**src/rtl/pipeline_hazard_controller_pkg.sv**
```systemverilog
// Shared types and constants for the pipeline stall/flush sequencer.
// Holds the FSM encoding, the stall/flush bundle layout and its canned patterns.
package pipeline_ctrl_pkg;

   typedef enum logic [1:0] {
      RUN      = 2'd0,
      MEM_WAIT = 2'd1,
      TRAP     = 2'd2
   } state_t;

   localparam logic [4:0] REG_ZERO            = 5'd0;
   localparam int         DEFAULT_MEM_TIMEOUT = 16;

   typedef struct packed {
      logic pc_stall;
      logic if_id_stall;
      logic if_id_flush;
      logic id_ex_stall;
      logic id_ex_flush;
      logic ex_mem_stall;
      logic ex_mem_flush;
      logic mem_wb_flush;
   } ctl_t;

   localparam ctl_t CTL_IDLE     = 8'b0000_0000;
   localparam ctl_t CTL_LOAD_USE = 8'b1100_1000;
   localparam ctl_t CTL_BRANCH   = 8'b0010_1000;
   localparam ctl_t CTL_MEM_STALL= 8'b1101_0101;
   localparam ctl_t CTL_TRAP     = 8'b0010_1010;
   localparam ctl_t CTL_ALLFLUSH = 8'b0010_1011;

endpackage

```
**src/rtl/pipeline_hazard_controller_if.sv**
```systemverilog
// Hazard inputs from the pipeline and stall/flush/debug outputs of the controller.
// master = pipeline side driving hazard info, slave = hazard controller.
interface pipeline_hazard_controller_if #(
   parameter int XLEN = 32
);
   logic [4:0]      ID_rs1;
   logic [4:0]      ID_rs2;
   logic            ID_uses_rs1;
   logic            ID_uses_rs2;
   logic            EX_memory_read;
   logic [4:0]      EX_rd;
   logic            EX_branch_taken;
   logic            MEM_memory_read;
   logic            MEM_memory_write;
   logic            dmem_ready;
   logic            trap_request;
   logic            trap_done;

   logic            pc_stall;
   logic            IF_ID_stall;
   logic            IF_ID_flush;
   logic            ID_EX_stall;
   logic            ID_EX_flush;
   logic            EX_MEM_stall;
   logic            EX_MEM_flush;
   logic            MEM_WB_flush;
   logic            bus_error;
   logic [XLEN-1:0] stall_count;
   logic [XLEN-1:0] flush_count;

   modport master (
      output ID_rs1, ID_rs2, ID_uses_rs1, ID_uses_rs2, EX_memory_read, EX_rd,
             EX_branch_taken, MEM_memory_read, MEM_memory_write, dmem_ready,
             trap_request, trap_done,
      input  pc_stall, IF_ID_stall, IF_ID_flush, ID_EX_stall, ID_EX_flush,
             EX_MEM_stall, EX_MEM_flush, MEM_WB_flush, bus_error,
             stall_count, flush_count
   );

   modport slave (
      input  ID_rs1, ID_rs2, ID_uses_rs1, ID_uses_rs2, EX_memory_read, EX_rd,
             EX_branch_taken, MEM_memory_read, MEM_memory_write, dmem_ready,
             trap_request, trap_done,
      output pc_stall, IF_ID_stall, IF_ID_flush, ID_EX_stall, ID_EX_flush,
             EX_MEM_stall, EX_MEM_flush, MEM_WB_flush, bus_error,
             stall_count, flush_count
   );
endinterface

```
**src/rtl/pipeline_hazard_controller_sat_counter.sv**
```systemverilog
// Saturating up-counter for performance debug; sticks at all-ones.
// Value updates one cycle after inc; no backpressure.
module sat_counter #(
   parameter int WIDTH = 32
) (
   input  logic             clk,
   input  logic             reset,
   input  logic             inc,
   output logic [WIDTH-1:0] value
);
   logic [WIDTH-1:0] r_value;

   always_ff @(posedge clk or negedge reset) begin
      if (!reset) begin
         r_value <= '0;
      end else if (inc && (r_value != '1)) begin
         r_value <= r_value + 1'b1;
      end
   end

   assign value = r_value;
endmodule

```
**src/rtl/pipeline_hazard_controller.sv**
```systemverilog
// Stall/flush sequencer for the 5-stage pipeline: load-use, branch, dmem wait/timeout, trap drain.
// Stall/flush are same-cycle combinational; bus_error and counters are registered.
module pipeline_hazard_controller
   import pipeline_ctrl_pkg::*;
#(
   parameter int XLEN        = 32,
   parameter int MEM_TIMEOUT = DEFAULT_MEM_TIMEOUT
) (
   input logic                         clk,
   input logic                         reset,
   pipeline_hazard_controller_if.slave bus
);
   localparam logic [7:0] TIMEOUT_CNT = 8'(MEM_TIMEOUT);

   state_t     r_state;
   state_t     w_state_nxt;
   logic [7:0] r_wait_cnt;
   logic [7:0] w_wait_cnt_nxt;
   logic       r_bus_error;
   logic       w_timeout;
   logic       w_mem_busy;
   logic       w_load_use;
   ctl_t       w_ctl;

   assign w_mem_busy = (bus.MEM_memory_read | bus.MEM_memory_write) & ~bus.dmem_ready;
   assign w_load_use = bus.EX_memory_read & (bus.EX_rd != REG_ZERO) &
                       ((bus.ID_uses_rs1 & (bus.ID_rs1 == bus.EX_rd)) |
                        (bus.ID_uses_rs2 & (bus.ID_rs2 == bus.EX_rd)));

   always_ff @(posedge clk or negedge reset) begin
      if (!reset) begin
         r_state     <= RUN;
         r_wait_cnt  <= '0;
         r_bus_error <= 1'b0;
      end else begin
         r_state     <= w_state_nxt;
         r_wait_cnt  <= w_wait_cnt_nxt;
         r_bus_error <= w_timeout;
      end
   end

   always_comb begin
      w_state_nxt    = r_state;
      w_wait_cnt_nxt = r_wait_cnt;
      w_timeout      = 1'b0;
      w_ctl          = CTL_IDLE;
      case (r_state)
         RUN: begin
            if (bus.trap_request) begin
               w_ctl       = CTL_TRAP;
               w_state_nxt = TRAP;
            end else if (w_mem_busy) begin
               w_ctl          = CTL_MEM_STALL;
               w_wait_cnt_nxt = 8'd1;
               w_state_nxt    = MEM_WAIT;
            end else if (bus.EX_branch_taken) begin
               w_ctl = CTL_BRANCH;
            end else if (w_load_use) begin
               w_ctl = CTL_LOAD_USE;
            end
         end
         MEM_WAIT: begin
            if (w_mem_busy) begin
               if (r_wait_cnt == TIMEOUT_CNT) begin
                  w_ctl          = CTL_ALLFLUSH;
                  w_timeout      = 1'b1;
                  w_wait_cnt_nxt = '0;
                  w_state_nxt    = TRAP;
               end else begin
                  w_ctl          = CTL_MEM_STALL;
                  w_wait_cnt_nxt = r_wait_cnt + 8'd1;
               end
            end else begin
               // Release cycle: EX/ID were frozen, so their hazards are resolved now.
               w_wait_cnt_nxt = '0;
               w_state_nxt    = RUN;
               if (bus.EX_branch_taken) begin
                  w_ctl = CTL_BRANCH;
               end else if (w_load_use) begin
                  w_ctl = CTL_LOAD_USE;
               end
            end
         end
         TRAP: begin
            w_ctl = CTL_TRAP;
            if (bus.trap_done) begin
               w_state_nxt = RUN;
            end
         end
         default: begin
            w_state_nxt = RUN;
         end
      endcase
      if (!reset) begin
         w_ctl = CTL_ALLFLUSH;
      end
   end

   assign bus.pc_stall     = w_ctl.pc_stall;
   assign bus.IF_ID_stall  = w_ctl.if_id_stall;
   assign bus.IF_ID_flush  = w_ctl.if_id_flush;
   assign bus.ID_EX_stall  = w_ctl.id_ex_stall;
   assign bus.ID_EX_flush  = w_ctl.id_ex_flush;
   assign bus.EX_MEM_stall = w_ctl.ex_mem_stall;
   assign bus.EX_MEM_flush = w_ctl.ex_mem_flush;
   assign bus.MEM_WB_flush = w_ctl.mem_wb_flush;
   assign bus.bus_error    = r_bus_error;

   sat_counter #(.WIDTH(XLEN)) u_stall_cnt (
      .clk   (clk),
      .reset (reset),
      .inc   (w_ctl.pc_stall),
      .value (bus.stall_count)
   );

   sat_counter #(.WIDTH(XLEN)) u_flush_cnt (
      .clk   (clk),
      .reset (reset),
      .inc   (w_ctl.if_id_flush),
      .value (bus.flush_count)
   );
endmodule

```
**src/flat_wrapper.sv**
```systemverilog
// flat-port wrapper written by rule: the top's interface ports become plain ports
module pipeline_hazard_controller_flat import pipeline_ctrl_pkg::*;
#(
   parameter int XLEN        = 32,
   parameter int MEM_TIMEOUT = DEFAULT_MEM_TIMEOUT
)
  (clk, reset, bus_ID_rs1, bus_ID_rs2, bus_ID_uses_rs1, bus_ID_uses_rs2, bus_EX_memory_read, bus_EX_rd, bus_EX_branch_taken, bus_MEM_memory_read, bus_MEM_memory_write, bus_dmem_ready, bus_trap_request, bus_trap_done, bus_pc_stall, bus_IF_ID_stall, bus_IF_ID_flush, bus_ID_EX_stall, bus_ID_EX_flush, bus_EX_MEM_stall, bus_EX_MEM_flush, bus_MEM_WB_flush, bus_bus_error, bus_stall_count, bus_flush_count);
  pipeline_hazard_controller_if #(.XLEN(XLEN)) bus_i ();
  input logic clk;
  input logic reset;
  input wire logic [$bits(bus_i.ID_rs1)-1:0] bus_ID_rs1;
  input wire logic [$bits(bus_i.ID_rs2)-1:0] bus_ID_rs2;
  input wire logic [$bits(bus_i.ID_uses_rs1)-1:0] bus_ID_uses_rs1;
  input wire logic [$bits(bus_i.ID_uses_rs2)-1:0] bus_ID_uses_rs2;
  input wire logic [$bits(bus_i.EX_memory_read)-1:0] bus_EX_memory_read;
  input wire logic [$bits(bus_i.EX_rd)-1:0] bus_EX_rd;
  input wire logic [$bits(bus_i.EX_branch_taken)-1:0] bus_EX_branch_taken;
  input wire logic [$bits(bus_i.MEM_memory_read)-1:0] bus_MEM_memory_read;
  input wire logic [$bits(bus_i.MEM_memory_write)-1:0] bus_MEM_memory_write;
  input wire logic [$bits(bus_i.dmem_ready)-1:0] bus_dmem_ready;
  input wire logic [$bits(bus_i.trap_request)-1:0] bus_trap_request;
  input wire logic [$bits(bus_i.trap_done)-1:0] bus_trap_done;
  output wire logic [$bits(bus_i.pc_stall)-1:0] bus_pc_stall;
  output wire logic [$bits(bus_i.IF_ID_stall)-1:0] bus_IF_ID_stall;
  output wire logic [$bits(bus_i.IF_ID_flush)-1:0] bus_IF_ID_flush;
  output wire logic [$bits(bus_i.ID_EX_stall)-1:0] bus_ID_EX_stall;
  output wire logic [$bits(bus_i.ID_EX_flush)-1:0] bus_ID_EX_flush;
  output wire logic [$bits(bus_i.EX_MEM_stall)-1:0] bus_EX_MEM_stall;
  output wire logic [$bits(bus_i.EX_MEM_flush)-1:0] bus_EX_MEM_flush;
  output wire logic [$bits(bus_i.MEM_WB_flush)-1:0] bus_MEM_WB_flush;
  output wire logic [$bits(bus_i.bus_error)-1:0] bus_bus_error;
  output wire logic [$bits(bus_i.stall_count)-1:0] bus_stall_count;
  output wire logic [$bits(bus_i.flush_count)-1:0] bus_flush_count;
  assign bus_i.ID_rs1 = bus_ID_rs1;
  assign bus_i.ID_rs2 = bus_ID_rs2;
  assign bus_i.ID_uses_rs1 = bus_ID_uses_rs1;
  assign bus_i.ID_uses_rs2 = bus_ID_uses_rs2;
  assign bus_i.EX_memory_read = bus_EX_memory_read;
  assign bus_i.EX_rd = bus_EX_rd;
  assign bus_i.EX_branch_taken = bus_EX_branch_taken;
  assign bus_i.MEM_memory_read = bus_MEM_memory_read;
  assign bus_i.MEM_memory_write = bus_MEM_memory_write;
  assign bus_i.dmem_ready = bus_dmem_ready;
  assign bus_i.trap_request = bus_trap_request;
  assign bus_i.trap_done = bus_trap_done;
  assign bus_pc_stall = bus_i.pc_stall;
  assign bus_IF_ID_stall = bus_i.IF_ID_stall;
  assign bus_IF_ID_flush = bus_i.IF_ID_flush;
  assign bus_ID_EX_stall = bus_i.ID_EX_stall;
  assign bus_ID_EX_flush = bus_i.ID_EX_flush;
  assign bus_EX_MEM_stall = bus_i.EX_MEM_stall;
  assign bus_EX_MEM_flush = bus_i.EX_MEM_flush;
  assign bus_MEM_WB_flush = bus_i.MEM_WB_flush;
  assign bus_bus_error = bus_i.bus_error;
  assign bus_stall_count = bus_i.stall_count;
  assign bus_flush_count = bus_i.flush_count;
  pipeline_hazard_controller #(.XLEN(XLEN), .MEM_TIMEOUT(MEM_TIMEOUT)) u_core (.clk(clk), .reset(reset), .bus(bus_i));
endmodule
```
**config.mk**
```make
export PLATFORM = sky130hd
export DESIGN_NAME = pipeline_hazard_controller_flat
export DESIGN_NICKNAME = d
export VERILOG_FILES = /design/src/rtl/pipeline_hazard_controller_pkg.sv /design/src/rtl/pipeline_hazard_controller_if.sv /design/src/rtl/pipeline_hazard_controller_sat_counter.sv /design/src/rtl/pipeline_hazard_controller.sv /design/src/flat_wrapper.sv
export SDC_FILE = /design/constraint.sdc
export NUM_CORES = 1
export LEC_CHECK = 0
export CAP_MARGIN = 30
export CORE_UTILIZATION = 35
export CTS_CLUSTER_SIZE = 10
export DETAILED_ROUTE_END_ITERATION = 8
export PLACE_DENSITY = 0.64
export SETUP_SLACK_MARGIN = 0.02
export SLEW_MARGIN = 10
export SYNTH_ARGS = -nofsm -noshare
export SYNTH_HDL_FRONTEND = slang
export SYNTH_SLANG_ARGS = --single-unit
```
**constraint.sdc**
```tcl
create_clock -name clk -period 2.1 [get_ports clk]
set_input_delay 0.315 -clock clk [delete_from_list [all_inputs] [get_ports clk]]
set_output_delay 0.315 -clock clk [all_outputs]
set_load 0.01 [all_outputs]
```
==> metrics.md <==
| Metric | Value |
|---|---|
| Status | finished, violations left |
| Failing checks | setup timing |
| Share of cells above drive strength 1 | 35.39% |
| Initial antenna violation count | 0 |
| Clk sink count | 75 |
| Post-place setup slack | -0.5260 ns |
| DR iter-0 viols | 140 |
| Post-synth top flop | dfrtp_1 |
| Core area | 10790 um^2 |
| Worst Setup Start Kind | flip-flop |
| DRC violations left | 0 |
| Warnings from Yosys | 0 |
| DIE WIDTH | 107.3 um |
| Largest net degree at the start of global routing | 43 |
| Seq/Total Area, Yosys | about half |
| Slew @ Worst Pin | ~0.57 ns |
| Worst EP arrival | 1.97 ns |
| Post-DRT Antenna Nets | 0 |
| Clock slew at reported path FFs | approximately 0.070 ns |
| Final Max Tran Viols | 0 |
| Drt wl/cell | 14.85 um |
| Clock Tree Buf Depth | 2 |
| Final hold viol count | 0 |
| Final Skew | 0.01120 ns |
| Max-slew headroom | 62.19% |
| Worst setup margin | -0.1831 ns |
| Hold Crit Class | in -> async |
| Worst VDD drop | around 0.53 mV |
| Post-Syn Area | 3877 um^2 |
| DP Area | 5689 um^2 |
| First-pass GRT wire length | 18080 um |
| Syn nets | 413 |
| Number of synthesized flops with an enable pin | 0 |
| Element type at the critical path end | output pin |
| Lkg Pwr | 0.002860 uW |
| Layout filler cell count | 904 |
| MaxCap Viol Count | 0 |
| Post-Syn Area per Cell | around 10 um^2 |
| Unrepaired setup endpoints after global routing | yes |
| NumNets Final | 641 |
| # diodes | 0 |
| Vias per cell | 4.907 |
| Total global-route track usage | 20.07% |
| Vias in the first global route | 3833 |
| Row Count | 38 |
| Synth-to-layout area growth | 69.15% |
| Port Buffer Count | 98 |
| Power per cell area | 643.8 nW/um^2 |
| Clk root buf | clkbuf_8 |
| H-tree Lvls | 3 |
| RD Place Congestion | 0.7794 |
| F_max | 438.0 MHz |
| Post-DP HPWL | ~7700 um |
| CTS tree | yes |
| Starting Density | a little over a third |
| Final period util | 108.7% |
| Final Hold Slack | ~0.42 ns |
| Area of the multi-input gates | 2288 um^2 |
| Die area | 11500 um^2 |
| Final Setup Violations | 48 |
| Worst-path fanout max | 4 |
| Total CTS buffers | 9 |
| CP Class | reg -> out |
| IO Pins | 99 |
| Synth cell types | 52 |
| Die H | 107.3 um |
| First-pass iteration count of the detailed router | 6 |
| Register Area | 1878 um^2 |
| Total grt overflow | 0 |
| Critical Path RT | 1.78 ns |
| Finished Cell Area | 6559 um^2 |
| Reg2Reg Depth | 12 |
| Cells after synthesis | 383 |
| Drt total wl | 11230 um |
| Yosys reg bits | 75 |
| Worst skew pair latency | 0.35 ns |
| Synth async-reset ratio | 100.0% |
| Via count | 3710 |
| Core Util, Final | 60.77% |
| Final Critical Period | 2.283 ns |
logic make-up (layout without fill, tap and decap cells):
family	count (synthesis)	in the layout	synth area share, %
simple gates	177	177	25.23
flops	75	75	48.40
compound gates	33	34	5.647
fa+ha+maj	4	4	1.291
buf+inv	20	252	2.710
xor+xnor	74	74	16.72
worst max-delay path, cell delays in order (launching register included):
cell and delay (ns):
dfrtp_1 0.40, inv_2 0.08, ha_4 0.12, nor4b_4 0.20, nand4_2 0.19, buf_4 0.18, buf_6 0.11, nand2_2 0.04
a31oi_1 0.04, o21ai_1 0.12, buf_2 0.14
layout make-up:
class	instances	share of cell area, %
multi-input cells	289	34.89
repair buffers	224	30.37
flip-flops and latches	75	28.63
well taps	140	2.671
clock buffers	12	2.366
inverters	12	0.6868
clock inverters	4	0.3815
cell usage in the layout, fill, tap and decap left out, types with 7 or more instances in the layout:
| master | instances |
|---|---|
| buf_4 | 107 |
| clkdlybuf4s50_1 | 83 |
| dfrtp_1 | 74 |
| xnor2_1 | 44 |
| nand2_1 | 37 |
| xor2_1 | 24 |
| buf_6 | 22 |
| nand3_1 | 21 |
| nand4_1 | 19 |
| nor2_1 | 18 |
| and3_1 | 16 |
| clkbuf_8 | 11 |
| inv_1 | 8 |
| o21ai_0 | 8 |
| nor3_2 | 7 |
| nand3_2 | 7 |
| nor3_4 | 7 |
cells in the mapped netlist (2+ instances only):
master	instances	area [um^2]
o21a_1	2	15.01
or3_1	2	12.51
xnor2_1	50	437.9
o21ai_0	12	60.06
clkbuf_1	2	7.510
buf_4	3	22.52
nor2b_1	2	12.51
nand4_1	19	118.9
nor2_1	23	86.33
nor4_1	4	25.02
or4_4	2	22.52
nand3_1	27	135.1
dfrtp_1	75	1877
nand2_1	41	153.9
and4_1	5	43.79
and2_1	3	18.77
a31oi_1	2	12.51
xor2_1	24	210.2
a21oi_1	5	25.02
inv_1	12	45.04
ha_1	4	50.05
nor3_1	16	80.08
and3_1	19	118.9
where the power goes:
| group | leakage, uW | internal [uW] | switching, uW | total [uW] |
|---|---|---|---|---|
| sequential | 0.000950 | 1590 | 118 | 1710 |
| combinational | 0.00182 | 815 | 675 | 1490 |
| clock | 0.0000884 | 490 | 533 | 1020 |
state kept, by name, summed over array words and instances, names as in the netlist:
signal                    count
u_core.r_wait_cnt             8
u_core.u_stall_cnt.value     32
u_core.r_state                2
u_core.u_flush_cnt.value     32
u_core.bus.bus_error          1
routing by layer:
metal / up-vias / track usage, % / share of wire (%)
met1: 1806 / 26.21 / 45
met2: 90 / 33.41 / 49
met4: 0 / 7.534 / 1.6
met5: - / 0 / 0
met3: 18 / 3.269 / 4.4
li1: 1796 / - / -
repair_timing:
action                     CTS  global route
cloned                       1             1
gates resized for setup     91            43
pin swaps                   26            30
hold buffers                 1             0
hold endpoints to repair     4             0
setup endpoints to repair   53            65
setup buffers               30            10
through the flow:
stage          total power, uW  TNS (ns)  std cells
2_1_floorplan             2222   -0.3768        383
3_3_place_gp              2860    -17.78        706
3_5_place_dp              2895    -20.24        706
4_1_cts                   4192    -4.141        752
5_1_grt                   4453    -10.24        756
6_report                  4222    -3.396        756
path summary, 6_finish.rpt:
kind,startpoint,end,slack (ns)
max,u_core.r_wait_cnt[0],bus_ID_EX_flush,-0.18
min,reset,u_core.r_state[1],0.42
max reg2reg,u_core.r_wait_cnt[0],u_core.u_flush_cnt.value[12],-0.15
min reg2reg,u_core.u_flush_cnt.value[23],u_core.u_flush_cnt.value[23],0.50
max in group asynchronous,reset,u_core.u_stall_cnt.value[0],0.90
min in group clk,u_core.u_flush_cnt.value[23],u_core.u_flush_cnt.value[23],0.50
(Power assumes the default switching activity.)
